`src/rtl/mem_arbiter_if.sv`:
```
// Requester and memory-port bundle for mem_arbiter.
// The slave modport is the arbiter's view; the master modport is the requester/memory side.
interface mem_arbiter_if;
  logic        req0;
  logic        req1;
  logic [7:0]  addr0;
  logic [7:0]  addr1;
  logic        we0;
  logic        we1;
  logic [31:0] wdata0;
  logic [31:0] wdata1;
  logic        ack0;
  logic        ack1;
  logic [31:0] rdata0;
  logic [31:0] rdata1;
  logic [7:0]  mem_addr;
  logic [31:0] mem_wdata;
  logic        mem_we;
  logic [31:0] mem_rdata;

  modport slave (
    input  req0, req1, addr0, addr1, we0, we1, wdata0, wdata1, mem_rdata,
    output ack0, ack1, rdata0, rdata1, mem_addr, mem_wdata, mem_we
  );

  modport master (
    output req0, req1, addr0, addr1, we0, we1, wdata0, wdata1, mem_rdata,
    input  ack0, ack1, rdata0, rdata1, mem_addr, mem_wdata, mem_we
  );
endinterface

```
`src/rtl/mem_arbiter.sv`:
```
// Two-requester arbiter/sequencer for port A of the 256x32 data memory.
// Define ARB_FIXED_PRIO_EN for fixed priority (requester 0 wins); default is round-robin.
module mem_arbiter (
  input  logic          clk,
  input  logic          rst,
  mem_arbiter_if.slave  bus
);

  typedef enum logic [1:0] {IDLE, ACCESS, RESP} state_e;

  state_e      state_q, state_d;
  logic        owner_q, owner_d;
  logic [7:0]  addr_q, addr_d;
  logic [31:0] wdata_q, wdata_d;
  logic        we_q, we_d;
  logic [31:0] rdata0_q, rdata0_d;
  logic [31:0] rdata1_q, rdata1_d;
  logic        ack0_q, ack0_d;
  logic        ack1_q, ack1_d;
  logic        win;
`ifndef ARB_FIXED_PRIO_EN
  logic        last_q, last_d;
`endif

  always_ff @(posedge clk or posedge rst) begin
    if (rst) begin
      state_q  <= IDLE;
      owner_q  <= 1'b0;
      addr_q   <= '0;
      wdata_q  <= '0;
      we_q     <= 1'b0;
      rdata0_q <= '0;
      rdata1_q <= '0;
      ack0_q   <= 1'b0;
      ack1_q   <= 1'b0;
`ifndef ARB_FIXED_PRIO_EN
      last_q   <= 1'b1;  // "last grant was 1" so requester 0 wins first
`endif
    end else begin
      state_q  <= state_d;
      owner_q  <= owner_d;
      addr_q   <= addr_d;
      wdata_q  <= wdata_d;
      we_q     <= we_d;
      rdata0_q <= rdata0_d;
      rdata1_q <= rdata1_d;
      ack0_q   <= ack0_d;
      ack1_q   <= ack1_d;
`ifndef ARB_FIXED_PRIO_EN
      last_q   <= last_d;
`endif
    end
  end

  always_comb begin
    state_d  = state_q;
    owner_d  = owner_q;
    addr_d   = addr_q;
    wdata_d  = wdata_q;
    we_d     = we_q;
    rdata0_d = rdata0_q;
    rdata1_d = rdata1_q;
    ack0_d   = 1'b0;
    ack1_d   = 1'b0;
    win      = 1'b0;
`ifndef ARB_FIXED_PRIO_EN
    last_d   = last_q;
`endif

    if (bus.req0 && bus.req1) begin
`ifdef ARB_FIXED_PRIO_EN
      win = 1'b0;
`else
      win = ~last_q;
`endif
    end else begin
      win = bus.req1;
    end

    case (state_q)
      IDLE: begin
        if (bus.req0 || bus.req1) begin
          owner_d = win;
          addr_d  = win ? bus.addr1  : bus.addr0;
          wdata_d = win ? bus.wdata1 : bus.wdata0;
          we_d    = win ? bus.we1    : bus.we0;
`ifndef ARB_FIXED_PRIO_EN
          last_d  = win;
`endif
          state_d = ACCESS;
        end
      end
      ACCESS: begin
        // Read-before-write: prior contents are captured on the committing edge
        if (owner_q) begin
          rdata1_d = bus.mem_rdata;
          ack1_d   = 1'b1;
        end else begin
          rdata0_d = bus.mem_rdata;
          ack0_d   = 1'b1;
        end
        state_d = RESP;
      end
      RESP:    state_d = IDLE;
      default: state_d = IDLE;
    endcase
  end

  assign bus.ack0      = ack0_q;
  assign bus.ack1      = ack1_q;
  assign bus.rdata0    = rdata0_q;
  assign bus.rdata1    = rdata1_q;
  assign bus.mem_addr  = addr_q;
  assign bus.mem_wdata = wdata_q;
  assign bus.mem_we    = (state_q == ACCESS) && we_q;

endmodule

```
`src/flat_wrapper.sv`:
```
// flat-port wrapper written by rule: the top's interface ports become plain ports
module mem_arbiter_flat 
  (clk, rst, bus_req0, bus_req1, bus_addr0, bus_addr1, bus_we0, bus_we1, bus_wdata0, bus_wdata1, bus_mem_rdata, bus_ack0, bus_ack1, bus_rdata0, bus_rdata1, bus_mem_addr, bus_mem_wdata, bus_mem_we);
  mem_arbiter_if bus_i ();
  input  logic clk;
  input  logic rst;
  input wire logic [$bits(bus_i.req0)-1:0] bus_req0;
  input wire logic [$bits(bus_i.req1)-1:0] bus_req1;
  input wire logic [$bits(bus_i.addr0)-1:0] bus_addr0;
  input wire logic [$bits(bus_i.addr1)-1:0] bus_addr1;
  input wire logic [$bits(bus_i.we0)-1:0] bus_we0;
  input wire logic [$bits(bus_i.we1)-1:0] bus_we1;
  input wire logic [$bits(bus_i.wdata0)-1:0] bus_wdata0;
  input wire logic [$bits(bus_i.wdata1)-1:0] bus_wdata1;
  input wire logic [$bits(bus_i.mem_rdata)-1:0] bus_mem_rdata;
  output wire logic [$bits(bus_i.ack0)-1:0] bus_ack0;
  output wire logic [$bits(bus_i.ack1)-1:0] bus_ack1;
  output wire logic [$bits(bus_i.rdata0)-1:0] bus_rdata0;
  output wire logic [$bits(bus_i.rdata1)-1:0] bus_rdata1;
  output wire logic [$bits(bus_i.mem_addr)-1:0] bus_mem_addr;
  output wire logic [$bits(bus_i.mem_wdata)-1:0] bus_mem_wdata;
  output wire logic [$bits(bus_i.mem_we)-1:0] bus_mem_we;
  assign bus_i.req0 = bus_req0;
  assign bus_i.req1 = bus_req1;
  assign bus_i.addr0 = bus_addr0;
  assign bus_i.addr1 = bus_addr1;
  assign bus_i.we0 = bus_we0;
  assign bus_i.we1 = bus_we1;
  assign bus_i.wdata0 = bus_wdata0;
  assign bus_i.wdata1 = bus_wdata1;
  assign bus_i.mem_rdata = bus_mem_rdata;
  assign bus_ack0 = bus_i.ack0;
  assign bus_ack1 = bus_i.ack1;
  assign bus_rdata0 = bus_i.rdata0;
  assign bus_rdata1 = bus_i.rdata1;
  assign bus_mem_addr = bus_i.mem_addr;
  assign bus_mem_wdata = bus_i.mem_wdata;
  assign bus_mem_we = bus_i.mem_we;
  mem_arbiter u_core (.clk(clk), .rst(rst), .bus(bus_i));
endmodule
```
`config.mk`:
```
export PLATFORM = sky130hd
export DESIGN_NAME = mem_arbiter_flat
export DESIGN_NICKNAME = d
export VERILOG_FILES = /design/src/rtl/mem_arbiter_if.sv /design/src/rtl/mem_arbiter.sv /design/src/flat_wrapper.sv
export SDC_FILE = /design/constraint.sdc
export NUM_CORES = 1
export LEC_CHECK = 0
export BUFFER_PORTS_ARGS = -buffer_cell sky130_fd_sc_hd__buf_2
export CAP_MARGIN = 0
export CORE_MARGIN = 8
export CORE_UTILIZATION = 51
export DETAILED_ROUTE_END_ITERATION = 8
export PLACE_DENSITY = 0.86
export SLEW_MARGIN = 20
export SYNTH_ARGS = -nofsm -noshare
export SYNTH_HDL_FRONTEND = slang
export SYNTH_SLANG_ARGS = --single-unit
export TNS_END_PERCENT = 5
```
`constraint.sdc`:
```
create_clock -name clk -period 6.9 [get_ports clk]
set_input_delay 1.035 -clock clk [delete_from_list [all_inputs] [get_ports clk]]
set_output_delay 1.035 -clock clk [all_outputs]
set_load 0.005 [all_outputs]
```
==> results.toml, run 1 <==
[grt]
grt_pass1_wl_um = 19200
grt_max_degree = 67
antenna_found_initial = 0
grt-ovfl-total = 0
track_usage = 0.188
grt_pass1_vias = 3707

[yosys]
syn_inst = 286
async_reset_ff_frac = 1.00
synth.most_common_cell = "dfrtp_1"
synth_top_family_by_area = "multiplexers"
synthFlopType = "dfrtp_1"
ys_types = 16
synth_commonest_cells = "110 x dfrtp_1, 76 x mux2_4, 70 x mux2_2"
synth_compound_area_frac = 0.00202
syn_nets = 404
synthMuxAreaShare = 0.393
synth_area_leaders = "dfrtp_1 55%, mux2_4 23%, mux2_2 16%, buf_12 1.6%, buf_4 1.1%"
synth-xor-area-share = 0
ys_ff_latch = 111
yosys_warnings = 0
yosys.area.top_type = "dfrtp_1"
syn_area_um2 = 4960
synth-adder-area-share = 0
synth-edff-count = 0
synth_top_area_frac = 0.555
synth.yosys.seq_area_share = 0.560
avgSynthCellArea_um2 = 17.4
yosys.area_share.simple = 0.00908

[die]
coreArea_um2 = 9590
dieWidth_um = 115
dieArea_um2 = 13100
ios = 225
fp-row-count = 36
start_util = 0.517
dieHeight_um = 115

[cts]
post-cts-setup-buffers = 0
clock_latency_ps = 360
cts-buffers-inserted = 9
cts_buffer_depth = 2
cts_tree = "yes"
clockRootBuffer = "clkbuf_8"
path_clk_slew_ps = 100
ctsResizeCount = 0
hold_buffers = 0
htreeDepth = 3
clock_sinks = 111

[placed_design]
gp_congestion = 0.789
placed_area_um2 = 6130
post-dp-hpwl_um = 9370
pre_cts_slack_ps = 4020
portBuffers = 224

[timing]
fin_skew_ps = 13.1
finalSetupTns_ps = 0
drv_slew = 0
setup_ws_ps = 4430
finalCritPeriodShare = 0.359
rsz0062_at_grt = "no"
worst_pin_slew_ps = 809
setup_violations = 0
period_needed_ps = 2470
timing.max_slew.rel_slack = 0.461
hold_viol = 0
fmax_ghz = 0.404

[detailed_routing]
postRouteAntennaNets = 0
drcViolationCount = 0
vias = 3156
drt_iter0_markers = 107
wire_per_inst_um = 19.0
viasPerCell = 4.87
routed_wl_um = 12300
dr.pass1.iters = 4

[power_and_ir_drop]
p_per_area_nw_per_um2 = 450
p_total_mw = 2.88
leakagePower_nw = 3.29
peakVddDrop_uv = 252

[worst_setup_path]
reg2reg_depth = 3
r2r_start = "u_core.state_q[1]$_DFFE_PP0P_"
rr_endpoint = "u_core.bus.mem_wdata[29]$_DFFE_PP0P_"
cp_max_fo = 35
endpoint_kind = "flip-flop"
arrival_ps = 2730
r2r_slack_ps = 4760
crit_required_ps = 7160
start_kind = "input port"
worstSetupPathType = "input port to flip-flop"

[min_path]
min_to = "u_core.last_q$_DFFE_PP1P_"
hold_path_depth = 2
worstHoldStart = "u_core.last_q$_DFFE_PP1P_"
min_path_type = "flip-flop to flip-flop"

[layout]
fin_area_um2 = 6390
nets = 628
area_delta_synth_final_pct = 28.7
drive_gt1_frac = 0.767
fin_util = 0.666
num_antenna_cells = 0

[run_status]
status = "finished clean"

[job]
max_cap_viol_count = 0
[report_power, final]
group	internal, mW	switching [mW]	total (mW)
clock network	0.277	0.211	0.489
registers	0.989	0.179	1.17
logic	0.744	0.475	1.22
[sequential cells by signal (all words and copies together), names as in the netlist]
signal	flops
u_core.owner_q	1
u_core.we_q	1
u_core.bus.mem_wdata	32
u_core.bus.ack0	1
u_core.bus.rdata1	32
u_core.bus.mem_addr	8
u_core.last_q	1
u_core.bus.ack1	1
u_core.state_q	2
u_core.bus.rdata0	32
[critical path: stages]
cell and delay, ps:
buf_2 90, nor2_1 60, nor3_4 480, buf_4 640, mux2_2 410
[cell families (layout without fill, tap and decap cells)]
logic type,after synthesis,after routing
flip-flops,111,111
multiplexers,148,148
buffers and inverters,20,249
AO/OA/AOI/OAI,1,1
AND/OR/NAND/NOR,6,6
[per-stage QoR]
| step | std cells | hold WS (ps) |
|---|---|---|
| final | 648 | 503 |
| after global routing | 648 | 509 |
| after CTS | 648 | 505 |
| after detailed placement | 632 | 487 |
| after global placement | 632 | 465 |
| after floorplan | 286 | 445 |
[final cells by class]
class	instances	area (um^2)
Tap cell	133	166
Timing Repair Buffer	229	1160
Fill cell	709	3210
Clock buffer	10	128
Clock inverter	6	133
Multi-Input combinational cell	155	2000
Inverter	4	17.5
Sequential cell	111	2780
[per-layer routing]
| layer | global-route usage | vias up | routed length (um) |
|---|---|---|---|
| li1 | - | 1451 | - |
| met1 | 0.191 | 1570 | 4480 |
| met2 | 0.358 | 112 | 6900 |
| met3 | 0.0480 | 23 | 698 |
| met4 | 0.0692 | 0 | 263 |
| met5 | 0 | - | 0 |
[worst max-delay path by stage]
stage | depth (start not counted) | slack, ps | from | to
floorplan | 1 | 2940 | rst | u_core.bus.ack0$_DFF_PP0_
global placement | 5 | 4090 | bus_req0 | u_core.bus.mem_wdata[30]$_DFFE_PP0P_
detailed placement | 5 | 4020 | bus_req0 | u_core.bus.mem_wdata[29]$_DFFE_PP0P_
CTS | 5 | 4450 | bus_req0 | u_core.bus.mem_wdata[29]$_DFFE_PP0P_
global route | 5 | 4360 | bus_req0 | u_core.bus.mem_wdata[29]$_DFFE_PP0P_
finish | 5 | 4430 | bus_req0 | u_core.bus.mem_wdata[29]$_DFFE_PP0P_
[cells in the final DEF (no fill, tap or decap), drive strengths merged]
cell type,n
buf,229
clkbuf,10
nand2,1
clkinv,1
clkinvlp,1
nor2,1
nor3,1
bufinv,4
dfstp,1
a21bo,1
dfrtp,110
inv,4
nor2b,1
mux2i,2
mux2,146
and2,2
Note: power is estimated with default switching activity, not from simulation.
==> run 2, diff against run 1 <==
--- a/config.mk
+++ b/config.mk
@@ -8,9 +8,9 @@
 export BUFFER_PORTS_ARGS = -buffer_cell sky130_fd_sc_hd__buf_2
 export CAP_MARGIN = 0
 export CORE_MARGIN = 8
-export CORE_UTILIZATION = 51
+export CORE_UTILIZATION = 47
 export DETAILED_ROUTE_END_ITERATION = 8
-export PLACE_DENSITY = 0.86
+export PLACE_DENSITY = 0.8
 export SLEW_MARGIN = 20
 export SYNTH_ARGS = -nofsm -noshare
 export SYNTH_HDL_FRONTEND = slang
==> constraint.sdc (replaced) <==
create_clock -name clk -period 2.6 [get_ports clk]
set_input_delay 0.39 -clock clk [delete_from_list [all_inputs] [get_ports clk]]
set_output_delay 0.39 -clock clk [all_outputs]
set_load 0.005 [all_outputs]
==> results.toml, run 2 (synthesis gave the netlist of run 1 again) <==
[grt]
grt_pass1_vias = 3734
track_usage = 0.173
grt-ovfl-total = 0
grt_max_degree = 59
antenna_found_initial = 1
grt_pass1_wl_um = 19300

[die]
dieArea_um2 = 14100
dieHeight_um = 119
ios = 225
start_util = 0.483
coreArea_um2 = 10300
fp-row-count = 37
dieWidth_um = 119

[worst_setup_path]
arrival_ps = 2080
start_kind = "flip-flop"
worstSetupPathType = "flip-flop to flip-flop"
cp_max_fo = 23
path_cells = "a21bo_2 > buf_4 > mux2_2 > mux2_2"
path_buf_inv = 1
cpMaxStageDelayCell = "dfstp_2"
path_delay_family = "multiplexers"
critPathMostFrequentCell = "mux2_2"
endpoint_kind = "flip-flop"
crit_required_ps = 2870
critical-path-max-stage-delay_ps = 540

[timing]
period_needed_ps = 1810
fmax_ghz = 0.552
worst_pin_slew_ps = 713
rsz0062_at_grt = "no"
timing.max_slew.rel_slack = 0.524
finalSetupTns_ps = 0
whs_ps = 224
setup_violations = 0
finalCritPeriodShare = 0.697
hold_viol = 0
fin_skew_ps = 8.28
drv_slew = 0
setup_ws_ps = 787

[cts]
cts-buffers-inserted = 9
htreeDepth = 3
clockRootBuffer = "clkbuf_8"
cts_tree = "yes"
hold_buffers = 0
path_clk_slew_ps = 100
clock_latency_ps = 390
cts_buffer_depth = 2
clock_sinks = 111
ctsResizeCount = 0
post-cts-setup-buffers = 0

[detailed_routing]
drcViolationCount = 0
routed_wl_um = 12100
drt_iter0_markers = 103
viasPerCell = 4.87
wire_per_inst_um = 18.5
dr.pass1.iters = 4
vias = 3189
postRouteAntennaNets = 0

[min_path]
min_path_type = "input port to async pin"

[layout]
fin_area_um2 = 6350
instances_no_fill = 655
area_delta_synth_final_pct = 28.0
nets = 631
drive_gt1_frac = 0.768
final_cell_mix = "224 x buf_2, 110 x dfrtp_1, 76 x mux2_4, 70 x mux2_2, 9 x clkbuf_8"
final_common_cell = "buf_2"

[placed_design]
pre_cts_slack_ps = 761
placed_area_um2 = 6150
post-dp-hpwl_um = 9390
gp_congestion = 0.728
portBuffers = 224
place_inst = 638

[job]
max_cap_viol_count = 0

[power_and_ir_drop]
peakVddDrop_uv = 710
leakagePower_nw = 3.27
p_per_area_nw_per_um2 = 1160

[run_status]
status = "finished clean"
-- run 2: cell count changes in the layout (fill, tap and decap cells not counted), sizes merged --
cell      before  now
clkinvlp       1    2
diode          0    1
clkinv         1    3
bufinv         4    1
buf          229  232
-- run 2: worst reg2reg max path: stages (launching register included) --
cell and delay (ps):
dfstp_2 540, a21bo_2 130, buf_4 370, mux2_2 390, mux2_2 270
-- run 2: final timing paths --
kind	endpoint	startpoint	depth (start not counted)	slack, ps
min in group clk	u_core.bus.rdata1[18]$_DFFE_PP0P_	bus_mem_rdata[18]	2	240
max reg2reg	u_core.bus.mem_wdata[29]$_DFFE_PP0P_	u_core.last_q$_DFFE_PP1P_	4	790
min	u_core.bus.mem_wdata[6]$_DFFE_PP0P_	rst	3	220
min reg2reg	u_core.last_q$_DFFE_PP1P_	u_core.last_q$_DFFE_PP1P_	2	500
max	u_core.bus.mem_wdata[29]$_DFFE_PP0P_	u_core.last_q$_DFFE_PP1P_	4	790
max in group asynchronous	u_core.bus.rdata1[0]$_DFFE_PP0P_	rst	3	1880
-- run 2: per-stage QoR --
step / utilization / total power, mW
detailed placement: 0.599 / 6.42
floorplan: - / 5.11
finish: 0.618 / 7.35
CTS: 0.618 / 7.48
global placement: 0.599 / 6.28
global route: 0.618 / 7.82
-- run 2: power by group --
group          switching [mW]  internal, mW  leakage (nW)
logic                    1.25          1.98          1.87
registers               0.456          2.62          1.30
clock network           0.584         0.451        0.0969
-- run 2: routing by layer --
| metal | track usage | routed length (um) | vias up |
|---|---|---|---|
| met5 | 0 | 0 | - |
| met4 | 0.0632 | 248 | 0 |
| met3 | 0.0676 | 774 | 18 |
| met2 | 0.320 | 6670 | 108 |
| met1 | 0.171 | 4430 | 1601 |
| li1 | - | - | 1462 |
-- run 2: final cells by class --
class,count,area [um^2]
Antenna cell,1,2.50
Clock buffer,10,128
Clock inverter,6,68.8
Fill cell,849,3930
Inverter,4,18.8
Multi-Input combinational cell,155,2000
Sequential cell,111,2780
Tap cell,136,170
Timing Repair Buffer,232,1180
